## src/rtl/fifo_pkg.sv

```systemverilog
// Shared definitions for the async FIFO pointer controllers.
package fifo_pkg;

    localparam int unsigned FIFO_ADDR_WIDTH = 4;
    localparam int unsigned PTR_WIDTH       = FIFO_ADDR_WIDTH + 1;
    localparam int unsigned DEPTH           = 2 ** FIFO_ADDR_WIDTH;
    localparam int unsigned GRAY_FN_WIDTH   = 32;

    // Binary to gray on a wide word; callers zero-extend and truncate to their width.
    function automatic logic [GRAY_FN_WIDTH-1:0] bin2gray(input logic [GRAY_FN_WIDTH-1:0] bin);
        return bin ^ (bin >> 1);
    endfunction

    // Mask that flips the two MSBs of a gray pointer of width ptr_w (full comparison).
    function automatic logic [GRAY_FN_WIDTH-1:0] full_mask(input int unsigned ptr_w);
        return GRAY_FN_WIDTH'(3) << (ptr_w - 2);
    endfunction

    localparam logic [PTR_WIDTH-1:0] FULL_MASK = PTR_WIDTH'(full_mask(PTR_WIDTH));

endpackage

```

## src/rtl/gray2bin.sv

```systemverilog
// Combinational gray-code to binary converter, shared by both pointer controllers.
module gray2bin #(
    parameter int unsigned DATA_WIDTH = 5
) (
    input  logic [DATA_WIDTH-1:0] gray_i,
    output logic [DATA_WIDTH-1:0] bin_o
);

    // Each binary bit is the XOR of all gray bits at or above its position.
    always_comb begin
        bin_o = '0;
        for (int i = 0; i < DATA_WIDTH; i++) begin
            bin_o[i] = ^(gray_i >> i);
        end
    end

endmodule

```

## src/rtl/fifo_wr_ptr_ctrl.sv

```systemverilog
// Write-side pointer controller of the async FIFO (write clock domain only).
module fifo_wr_ptr_ctrl
    import fifo_pkg::*;
#(
    parameter int unsigned ADDR_WIDTH   = FIFO_ADDR_WIDTH,
    parameter int unsigned SYNC_STAGES  = 2,
    parameter int unsigned AFULL_THRESH = 2
) (
    input  logic                  clk,
    input  logic                  rst,
    input  logic                  wr_req,
    output logic                  wr_ack,
    output logic [ADDR_WIDTH-1:0] wr_addr,
    output logic [ADDR_WIDTH:0]   wr_ptr_gray,
    input  logic [ADDR_WIDTH:0]   rd_ptr_gray_async,
    output logic                  full,
    output logic                  almost_full,
    output logic                  overflow,
    output logic [ADDR_WIDTH:0]   wr_level
);

    localparam int unsigned PTR_W    = ADDR_WIDTH + 1;
    localparam int unsigned WR_DEPTH = 2 ** ADDR_WIDTH;
    localparam int unsigned AF_LEVEL = WR_DEPTH - AFULL_THRESH;
    localparam logic [PTR_W-1:0] MASK = PTR_W'(full_mask(PTR_W));

    logic [PTR_W-1:0] sync_q [SYNC_STAGES];
    logic [PTR_W-1:0] sync_d [SYNC_STAGES];
    logic [PTR_W-1:0] rsync;
    logic [PTR_W-1:0] rbin;

    logic [PTR_W-1:0] wbin_q,  wbin_d;
    logic [PTR_W-1:0] wgray_q, wgray_d;
    logic [PTR_W-1:0] level_q, level_d;
    logic             full_q,  full_d;
    logic             afull_q, afull_d;
    logic             ovf_q,   ovf_d;

    assign rsync = sync_q[SYNC_STAGES-1];

    gray2bin #(
        .DATA_WIDTH (PTR_W)
    ) u_rd_gray2bin (
        .gray_i (rsync),
        .bin_o  (rbin)
    );

    // Accept decision, next pointer and the flags derived from it.
    always_comb begin
        wr_ack  = wr_req & ~full_q & ~rst;
        wbin_d  = wbin_q + PTR_W'(wr_ack);
        wgray_d = PTR_W'(bin2gray(GRAY_FN_WIDTH'(wbin_d)));
        level_d = wbin_d - rbin;
        full_d  = (wgray_d == (rsync ^ MASK));
        afull_d = (level_d >= PTR_W'(AF_LEVEL));
        ovf_d   = wr_req & full_q;
    end

    // Read-pointer synchronizer shift register; no logic between stages.
    always_comb begin
        sync_d[0] = rd_ptr_gray_async;
        for (int i = 1; i < SYNC_STAGES; i++) begin
            sync_d[i] = sync_q[i-1];
        end
    end

    // State registers with synchronous reset.
    always_ff @(posedge clk) begin
        if (rst) begin
            wbin_q  <= '0;
            wgray_q <= '0;
            level_q <= '0;
            full_q  <= 1'b0;
            afull_q <= 1'b0;
            ovf_q   <= 1'b0;
            for (int i = 0; i < SYNC_STAGES; i++) begin
                sync_q[i] <= '0;
            end
        end else begin
            wbin_q  <= wbin_d;
            wgray_q <= wgray_d;
            level_q <= level_d;
            full_q  <= full_d;
            afull_q <= afull_d;
            ovf_q   <= ovf_d;
            for (int i = 0; i < SYNC_STAGES; i++) begin
                sync_q[i] <= sync_d[i];
            end
        end
    end

    assign wr_addr     = wbin_q[ADDR_WIDTH-1:0];
    assign wr_ptr_gray = wgray_q;
    assign full        = full_q;
    assign almost_full = afull_q;
    assign overflow    = ovf_q;
    assign wr_level    = level_q;

endmodule

```

## config.mk

```make
export PLATFORM = sky130hd
export DESIGN_NAME = fifo_wr_ptr_ctrl
export DESIGN_NICKNAME = d
export VERILOG_FILES = /design/src/rtl/fifo_pkg.sv /design/src/rtl/gray2bin.sv /design/src/rtl/fifo_wr_ptr_ctrl.sv
export SDC_FILE = /design/constraint.sdc
export NUM_CORES = 1
export LEC_CHECK = 0
export BUFFER_PORTS_ARGS = -buffer_cell sky130_fd_sc_hd__buf_2
export CAP_MARGIN = 20
export CORE_MARGIN = 4
export CORE_UTILIZATION = 51
export CTS_BUF_LIST = sky130_fd_sc_hd__clkbuf_16
export DETAILED_ROUTE_END_ITERATION = 8
export GPL_TIMING_DRIVEN = 0
export HOLD_SLACK_MARGIN = 0.06
export PLACE_DENSITY = 0.79
export SYNTH_ARGS = -nofsm -noshare
export SYNTH_HDL_FRONTEND = slang
export SYNTH_SLANG_ARGS = --single-unit
```

## constraint.sdc

```tcl
create_clock -name clk -period 3.4 [get_ports clk]
set_input_delay 0.51 -clock clk [delete_from_list [all_inputs] [get_ports clk]]
set_output_delay 0.51 -clock clk [all_outputs]
set_load 0.02 [all_outputs]
```

==> results.json <==
{
  "post_cts_buffers": 0,
  "yosys.cell_types.count": 24,
  "timing.rr.start": "full$_SDFF_PP0_",
  "tns_ns": 0,
  "clkTransAtPathRegs_ns": 0.06,
  "holdPathEnd": "sync_q[0][8]$_SDFF_PP0_",
  "cts_resized": 0,
  "die_y_um": 54.9,
  "cts_hold_buf": 0,
  "root_buffer": "clkbuf_16",
  "power.leakage_nw": 0.637,
  "crit_family": "adder cells",
  "max-clock-path-buffers": 2,
  "cts_num_sinks": 27,
  "outcome": "finished clean",
  "end_kind": "flip-flop",
  "swShare_pct": 24.8,
  "ys.warnings.count": 0,
  "final_common_cell": "dfxtp_1",
  "hold_depth": 1,
  "syn_inst": 106,
  "power.internal_mw": 0.554,
  "crit_top_cell": "ha_1",
  "areaGrowthSynthToFinish_pct": 20.8,
  "clk-insertion-delay-late_ns": 0.26,
  "antenna_found_initial": 0,
  "max-slew-margin-rel_pct": 71.0,
  "max_freq_mhz": 325,
  "maxSlewViolCount": 0,
  "grt_usage_pct": 15.1,
  "max_slew.worst_pin.slew_ns": 0.435,
  "grt_pass1_vias": 723,
  "post-route-period-util_pct": 90.5,
  "place_hpwl_mm": 1.45,
  "cts_made_buffers": 3,
  "first_iter_violations": 5,
  "drive_gt1_share_pct": 25.4,
  "required_ns": 3.53,
  "firstDrtPassIters": 4,
  "core_um2": 2020,
  "crit_fanout": 10,
  "cts_tree": "done",
  "vias_per_cell": 4.66,
  "die_area_um2": 3020,
  "grt_overflow": 0,
  "clockPowerShare_pct": 34.4,
  "p_switching_mw": 0.183,
  "die_w_um": 54.9,
  "finalHoldViolations": 0,
  "gp_congestion": 0.866,
  "worstHoldPathType": "flip-flop to flip-flop",
  "drc": 0,
  "r2r_end": "almost_full$_SDFF_PP0_",
  "crit_chain": "clkbuf_1 -> clkbuf_2 -> nor3b_1 -> ha_1 -> ha_1 -> xor2_1 -> ha_1 -> a21o_1 -> a21oi_1 -> xor2_1 -> o32ai_1",
  "final_cell_mix": "27 x dfxtp_1, 24 x buf_2, 13 x nor2b_1",
  "vias": 750,
  "maxCapViolations": 0,
  "wl_mm": 1.85,
  "peakVddDrop_mv": 0.379,
  "pin_count": 26,
  "r2r_slack_ns": 0.75,
  "avgSynthCellArea_um2": 10.6,
  "startpoint_type": "input port",
  "n_antenna_cell": 0,
  "cpMaxStageDelayCell": "xor2_1",
  "path_buf_inv": 2,
  "syn-num-nets": 121,
  "final_nets": 150,
  "finalSetupViolCount": 0,
  "synth_seq_cells": 27,
  "grt_max_degree": 15,
  "rsz0062_at_grt": "false",
  "io_buffers": 24,
  "seq_power_share_pct": 47.1,
  "ant_nets": 0,
  "cp_data_arrival_time_ns": 3.21,
  "r2r_cells": 9,
  "fin_skew_ns": 0.00388,
  "rows": 16,
  "grt_first_pass_wirelength_mm": 3.06,
  "finalCriticalPeriod_ns": 3.08,
  "avgRoutedWirePerCell_um": 11.5,
  "combinationalPowerShare_pct": 18.5,
  "crit_type": "input port to flip-flop",
  "crit_path_max_incr_delay_ns": 0.39,
  "p_per_area_nw_per_um2": 543,
  "initial_core_util_pct": 55.5,
  "fin_util_pct": 67.1,
  "hp-start": "sync_q[0][3]$_SDFF_PP0_",
  "synth_area_um2": 1120,
  "cts_htree_levels": 1,
  "seq_area_frac_synth_pct": 48.2
}
## how the worst max path moves through the flow
stage	start	cells past startpoint	endpoint
finish	rst	11	almost_full$_SDFF_PP0_
CTS	rst	11	almost_full$_SDFF_PP0_
detailed placement	rst	11	almost_full$_SDFF_PP0_
floorplan	rst	11	almost_full$_SDFF_PP0_
global placement	rst	11	almost_full$_SDFF_PP0_
global route	rst	11	almost_full$_SDFF_PP0_
## metal layers
layer | track usage [%] | wire length [µm] | vias to the layer above
met5 | 0 | 0 | -
met4 | 11.7 | 56 | 0
met3 | 4.29 | 141 | 5
met2 | 25.4 | 903 | 27
met1 | 15.8 | 746 | 325
li1 | - | - | 393
## area by class of cell
class / instances / area (µm²)
fillers: 168 / 666
multi-input cells: 69 / 544
flip-flops and latches: 27 / 541
repair buffers: 24 / 120
clock buffers: 3 / 75.1
well taps: 27 / 33.8
inverters: 7 / 26.3
plain buffers: 3 / 12.5
clock inverters: 1 / 3.75
## cell families (layout without fill, tap and decap cells)
logic type	Yosys count	count (layout)	share of synthesized area (%)
AND/OR/NAND/NOR	32	32	15.6
flip-flops	27	27	48.2
XOR/XNOR	21	21	18.4
buffers and inverters	10	38	3.34
AO/OA/AOI/OAI	8	8	5.02
adder cells (fa/ha/maj)	7	7	8.47
multiplexers	1	1	1.00
## sequential cells by signal (all words and copies together), names as in the netlist
name / count
wr_ptr_gray: 4
almost_full: 1
overflow: 1
full: 1
wbin_q: 5
wr_level: 5
sync_q: 10
## cell usage after synthesis
cell type,number,share of area [%]
dfxtp_1,27,48
nor2b_1,13,7.2
nor2_1,11,3.7
xnor2_1,10,7.8
xor2_1,8,6.2
inv_1,7,2.3
ha_1,6,6.7
a21oi_1,3,1.3
a21o_1,2,1.3
clkbuf_1,2,0.67
nand2_1,2,0.67
nand3_1,2,0.89
xor2_2,2,2.9
a22o_1,1,0.78
a311oi_1,1,0.78
and3b_1,1,0.78
buf_1,1,0.33
fa_1,1,1.8
mux2_2,1,1.0
nor3b_1,1,0.67
nor4_2,1,1.1
o32ai_1,1,0.78
or2_2,1,0.56
xnor2_2,1,1.4
## power by group through the flow
stage               combinational [mW]  sequential (mW)  clock, mW
floorplan                       0.0768            0.379          0
global placement                 0.134            0.354          0
detailed placement               0.139            0.355          0
CTS                              0.138            0.348      0.263
global route                     0.152            0.350      0.275
finish                           0.136            0.347      0.254
## metrics by stage
step	setup slack [ns]	std cells	power, mW	instance area, µm²	hold WS (ns)
floorplan	0.00761	106	0.456	1120	0.414
global placement	-0.0158	157	0.488	1280	0.418
global route	0.0916	161	0.778	1360	0.463
CTS	0.189	161	0.748	1360	0.445
detailed placement	-0.0736	157	0.494	1280	0.429
finish	0.322	161	0.737	1360	0.441
No activity file was read; power rests on OpenSTA's default activity.
